## config.mk

```make
export PLATFORM = sky130hd
export DESIGN_NAME = alu_seq_control
export DESIGN_NICKNAME = d
export VERILOG_FILES = /design/src/rtl/alu_seq_control.sv
export SDC_FILE = /design/constraint.sdc
export NUM_CORES = 1
export LEC_CHECK = 0
export CAP_MARGIN = 10
export CORE_ASPECT_RATIO = 0.5
export CORE_UTILIZATION = 42
export CTS_BUF_LIST = sky130_fd_sc_hd__clkbuf_16
export DETAILED_ROUTE_END_ITERATION = 7
export GPL_ROUTABILITY_DRIVEN = 1
export PLACE_DENSITY = 0.89
export SLEW_MARGIN = 20
export SYNTH_ARGS = -nofsm -noshare
export SYNTH_HDL_FRONTEND = slang
export SYNTH_SLANG_ARGS = --single-unit
```

## constraint.sdc

```tcl
create_clock -name clock -period 4.5 [get_ports clock]
set_input_delay 0.45 -clock clock [delete_from_list [all_inputs] [get_ports clock]]
set_output_delay 0.45 -clock clock [all_outputs]
set_load 0.02 [all_outputs]
```

## src/rtl/alu_seq_control.sv

```systemverilog
// Hardwired T-state sequencer for the single-bus datapath: fetch (T0-T2), decode (T3),
// execute (T4-T6) with HI/LO writeback for MUL/DIV, plus HALT and sticky FAULT.
module alu_seq_control #(
    parameter int COUNT_W          = 16,
    parameter bit FAULT_ON_ILLEGAL = 1'b1
) (
    input  logic               clock,
    input  logic               clear,
    input  logic               run,
    input  logic               mem_ready,
    input  logic [31:0]        IR,
    output logic               incPC,
    output logic               e_PC,
    output logic               e_IR,
    output logic               e_Y,
    output logic               e_Z,
    output logic               e_HI,
    output logic               e_LO,
    output logic               e_MDR,
    output logic               e_MAR,
    output logic               e_GP,
    output logic               MDR_read,
    output logic [3:0]         GP_addr,
    output logic [4:0]         BusDataSelect,
    output logic [3:0]         ALU_op,
    output logic               halted,
    output logic               fault,
    output logic [COUNT_W-1:0] instr_count
);
    typedef enum logic [3:0] {
        S_IDLE, S_T0, S_T1, S_T1W, S_T2, S_T3, S_T4, S_T5, S_T6, S_HALT, S_FAULT
    } state_t;

    localparam logic [4:0] SEL_ZHI = 5'd18;
    localparam logic [4:0] SEL_ZLO = 5'd19;
    localparam logic [4:0] SEL_PC  = 5'd20;
    localparam logic [4:0] SEL_MDR = 5'd21;

    state_t             state, state_nx;
    logic               run_q;
    logic [3:0]         ra_q, rc_q, alu_op_q;
    logic               muldiv_q;
    logic [COUNT_W-1:0] cnt_q;
    logic               retire;

    // IR is the datapath's own register, valid from T3 onward
    logic [4:0] op;
    logic       is_alu, is_md, is_nop, is_halt, is_exec;
    assign op      = IR[31:27];
    assign is_alu  = (op <= 5'h09);
    assign is_md   = (op == 5'h0A) || (op == 5'h0B);
    assign is_nop  = (op == 5'h1E);
    assign is_halt = (op == 5'h1F);
    assign is_exec = is_alu || is_md;

    logic unused_ir;
    assign unused_ir = ^IR[14:0];

    always_ff @(posedge clock or posedge clear) begin
        if (clear) begin
            state    <= S_IDLE;
            run_q    <= 1'b0;
            ra_q     <= '0;
            rc_q     <= '0;
            muldiv_q <= 1'b0;
            alu_op_q <= '0;
            cnt_q    <= '0;
        end else begin
            state <= state_nx;
            run_q <= run;
            if (state == S_T3) begin
                ra_q     <= IR[26:23];
                rc_q     <= IR[18:15];
                muldiv_q <= is_md;
                if (is_exec) alu_op_q <= op[3:0];
            end
            if (retire) cnt_q <= cnt_q + COUNT_W'(1);
        end
    end

    always_comb begin
        state_nx      = state;
        retire        = 1'b0;
        incPC         = 1'b0;
        e_PC          = 1'b0;
        e_IR          = 1'b0;
        e_Y           = 1'b0;
        e_Z           = 1'b0;
        e_HI          = 1'b0;
        e_LO          = 1'b0;
        e_MDR         = 1'b0;
        e_MAR         = 1'b0;
        e_GP          = 1'b0;
        MDR_read      = 1'b0;
        GP_addr       = 4'd0;
        BusDataSelect = 5'd0;
        halted        = 1'b0;
        fault         = 1'b0;
        case (state)
            S_IDLE: if (run) state_nx = S_T0;
            S_T0: begin
                BusDataSelect = SEL_PC;
                e_MAR         = 1'b1;
                incPC         = 1'b1;
                e_Z           = 1'b1;
                state_nx      = S_T1;
            end
            S_T1: begin
                BusDataSelect = SEL_ZLO;
                e_PC          = 1'b1;
                MDR_read      = 1'b1;
                e_MDR         = 1'b1;
                state_nx      = mem_ready ? S_T2 : S_T1W;
            end
            S_T1W: begin
                MDR_read = 1'b1;
                e_MDR    = 1'b1;
                if (mem_ready) state_nx = S_T2;
            end
            S_T2: begin
                BusDataSelect = SEL_MDR;
                e_IR          = 1'b1;
                state_nx      = S_T3;
            end
            S_T3: begin
                if (is_exec) begin
                    BusDataSelect = {1'b0, IR[22:19]};
                    GP_addr       = IR[22:19];
                    e_Y           = 1'b1;
                    state_nx      = S_T4;
                end else if (is_halt) begin
                    state_nx = S_HALT;
                end else if (is_nop || !FAULT_ON_ILLEGAL) begin
                    retire = 1'b1;
                end else begin
                    state_nx = S_FAULT;
                end
            end
            S_T4: begin
                BusDataSelect = {1'b0, rc_q};
                GP_addr       = rc_q;
                e_Z           = 1'b1;
                state_nx      = S_T5;
            end
            S_T5: begin
                BusDataSelect = SEL_ZLO;
                if (muldiv_q) begin
                    e_LO     = 1'b1;
                    state_nx = S_T6;
                end else begin
                    GP_addr = ra_q;
                    e_GP    = 1'b1;
                    retire  = 1'b1;
                end
            end
            S_T6: begin
                BusDataSelect = SEL_ZHI;
                e_HI          = 1'b1;
                retire        = 1'b1;
            end
            // only a fresh rising edge of run restarts; a held level does not
            S_HALT: begin
                halted = 1'b1;
                if (run && !run_q) state_nx = S_T0;
            end
            S_FAULT: fault = 1'b1;
            default: state_nx = S_IDLE;
        endcase
        if (retire) state_nx = run ? S_T0 : S_IDLE;
    end

    assign ALU_op      = alu_op_q;
    assign instr_count = cnt_q;
endmodule

```

==> results.py <==
metrics = {
    "drt": {
        "dr.max_layer_used": "met4",
        "met3WireLength_microns": 275,
        "detailed_route_wire_length_mm": 4.90,
        "final_antenna_net_count": 0,
        "detail_route.wl_per_cell_microns": 15.3,
        "detailedRoute.firstIterationViolations": 92,
        "firstDrtPassIters": 6,
        "route.layer.met1.wl_mm": 2.17,
        "drc": 1,
        "route.met2.wl_mm": 2.32,
        "vias_per_cell": 5.47,
        "vias": 1749,
    },
    "final_layout": {
        "synthToLayoutAreaGrowth_pct": 40.5,
        "antenna_cells": 0,
        "register_area_sq_um": 851,
        "multi_input_comb_area_sq_um": 1000,
        "final_layout_size_suffix_gt1_share_pct": 8.37,
        "nFillCells": 343,
        "design.final.nets": 299,
        "finalCoreUtilization_pct": 61.5,
    },
    "placement": {
        "input_output_buffers": 62,
        "routabilityCongestion": 0.795,
        "hpwlAfterDp_mm": 3.38,
    },
    "cts": {
        "cts_tree": "done",
        "post_cts_buffers": 0,
        "insertion_delay_ns": 0.28,
        "cts_h_tree_depth": 2,
        "cts_resizes": 0,
        "numClockSinks": 34,
        "clockBufferDepth": 2,
        "cts_hold_repair.buffers": 0,
        "path_clk_slew_ns": 0.05,
        "cts_made_buffers": 5,
        "ctsRootBufferMaster": "clkbuf_16",
    },
    "synthesis": {
        "synthDistinctLibCells": 47,
        "netlist.area_leader.share_pct": 43.9,
        "post-synth-top-count-cell": "nand2_1",
        "yosys_warnings": 0,
        "synth-seq-cells": 34,
        "yosys-top-cells-count": "39 x nand2_1, 34 x dfrtp_1, 16 x xnor2_1",
        "syn_inst": 202,
        "synthesis.area_per_instance_sq_um": 9.59,
        "synth.largest_area_cell": "dfrtp_1",
        "yosysSeqAreaShare_pct": 43.9,
        "synthesis.nets": 239,
        "synth.cell_area_sq_um": 1940,
        "netlist_top_cells_area": "dfrtp_1 44%, nand2_1 7.6%, xnor2_1 7.2%",
        "synth_edf_count": 0,
        "ys.flop_type": "dfrtp_1",
        "fraction_of_registers_with_async_set_or_reset_after_synthesis_pct": 100,
    },
    "die": {
        "fp.dieW_microns": 98.1,
        "core_area_sq_um": 4420,
        "die_area_sq_um": 4910,
        "design.portCount": 78,
        "die-height_microns": 50.0,
        "num_rows": 17,
        "starting_utilization_of_the_core_area_pct": 43.8,
    },
    "global_route": {
        "global_route_wire_length_before_repair_mm": 7.94,
        "gr-usage-all-layers_pct": 21.1,
        "grt_antenna_before_repair": 0,
        "grt_overflow": 0,
        "grt_start_max_net_pins": 35,
        "grt_pass1_vias": 1689,
    },
    "timing": {
        "worstMarginPinSlew_ns": 0.664,
        "fin_crit_sh_pct": 72.1,
        "slew_viol_final": 0,
        "fin_skew_ns": 0.00327,
        "finalCriticalPeriod_ns": 3.25,
        "final-hold-violation-count": 0,
        "achievable-frequency_mhz": 308,
        "setup-tns-final_ns": 0,
        "maxSlewHeadroom_pct": 55.5,
        "grt_setup_unrepaired": "no",
        "final-setup-viol-count": 0,
    },
    "setup_path": {
        "worstPathMaxFanout": 22,
        "worst-setup-path-type": "reg -> out",
        "worstPathRequired_ns": 4.05,
        "critPathLaunchType": "register",
        "endpoint_kind": "output port",
        "arrival_time_of_data_at_the_critical_path_endpoint_ns": 2.80,
    },
    "pwr": {
        "ir_drop_uv": 227,
        "power.density_cell_area_nw_per_um2": 610,
        "power_leakage_nw": 1.13,
    },
    "hold_path": {
        "worst_hold_path_type": "reg -> reg",
    },
    "status": {
        "violations": "DRC",
        "run_status": "finished, violations left",
    },
    "job": {
        "cap_viol_max_count": 0,
    },
}
[logic make-up (layout without fill, tap and decap cells)]
logic type                 Yosys count  count (layout)  synth area share, %
AOI/OAI and AO/OA                   38              38                 15.3
xor gates and xnor gates            18              18                 8.13
adders and majority gates            1               1                0.645
buffers and inverters               17              78                 4.26
DFF                                 34              34                 43.9
muxes                                5               5                 3.10
and+or+nand+nor                     89              89                 24.7
[critical path, cell delays in order (launching register included)]
cell	delay, ns
dfrtp_1	0.75
nand4b_1	0.41
nor2_1	0.48
a222oi_1	0.19
inv_1	0.08
clkdlybuf4s50_1	0.60
[where the power goes]
group	leakage, nW	internal, mW	total (mW)	switching [mW]
Sequential	0.441	0.395	0.540	0.144
Clock	0.0672	0.202	0.329	0.127
Combinational	0.625	0.378	0.793	0.414
Total	1.13	0.975	1.66	0.686
[worst paths after layout]
path                                  from               to  slack (ns)  cells past startpoint
hold reg to reg            instr_count[15]  instr_count[15]        0.47                      1
max in group asynchronous            clear   instr_count[5]        3.61                      3
hold / removal             instr_count[15]  instr_count[15]        0.47                      1
setup / recovery                  state[1]       GP_addr[3]        1.25                      5
min in group asynchronous            clear        ALU_op[0]        0.57                      3
setup reg to reg                  state[3]   instr_count[1]        1.94                      4
[layer usage]
metal  up-vias  global-route usage [%]
met5         -                       0
met4         0                    10.1
met3        15                    6.67
met2        52                    33.3
met1       835                    26.4
li1        847                       -
[cell usage in the layout, fill, tap and decap left out, types with 3 or more instances in the layout]
cell type,instances
o211ai_1,3
inv_1,7
nor3b_1,4
o2111ai_1,6
nand4_1,4
a22oi_1,3
o21ai_0,9
nor2_1,13
clkdlybuf4s50_1,62
clkbuf_16,5
nor3_1,8
nand2b_1,5
xnor2_1,16
dfrtp_1,34
mux2_2,4
nand2_1,39
[stage by stage]
| stage | hold slack [ns] | instance area, sq um | setup slack, ns | power (mW) | cells |
|---|---|---|---|---|---|
| 5_1_grt | 0.489 | 2720 | 1.05 | 1.76 | 320 |
| 4_1_cts | 0.477 | 2720 | 1.29 | 1.67 | 320 |
| 3_3_place_gp | 0.459 | 2580 | 1.46 | 1.30 | 312 |
| 6_report | 0.474 | 2720 | 1.25 | 1.66 | 320 |
| 3_5_place_dp | 0.465 | 2580 | 1.41 | 1.33 | 312 |
| 2_1_floorplan | 0.445 | 1940 | 2.35 | 1.02 | 202 |
[state kept, by name, indices dropped and copies added (netlist names)]
name,count
ALU_op,4
muldiv_q,1
instr_count,16
run_q,1
rc_q,4
state,4
ra_q,4
[final cells by class]
class	instances	area share (%)
Timing Repair Buffer	63	23.1
Sequential cell	34	31.3
Multi-Input combinational cell	151	36.9
Clock buffer	5	4.60
Clock inverter	3	0.597
Tap cell	57	2.62
Inverter	7	0.965
Note: power is estimated with default switching activity, not from simulation.
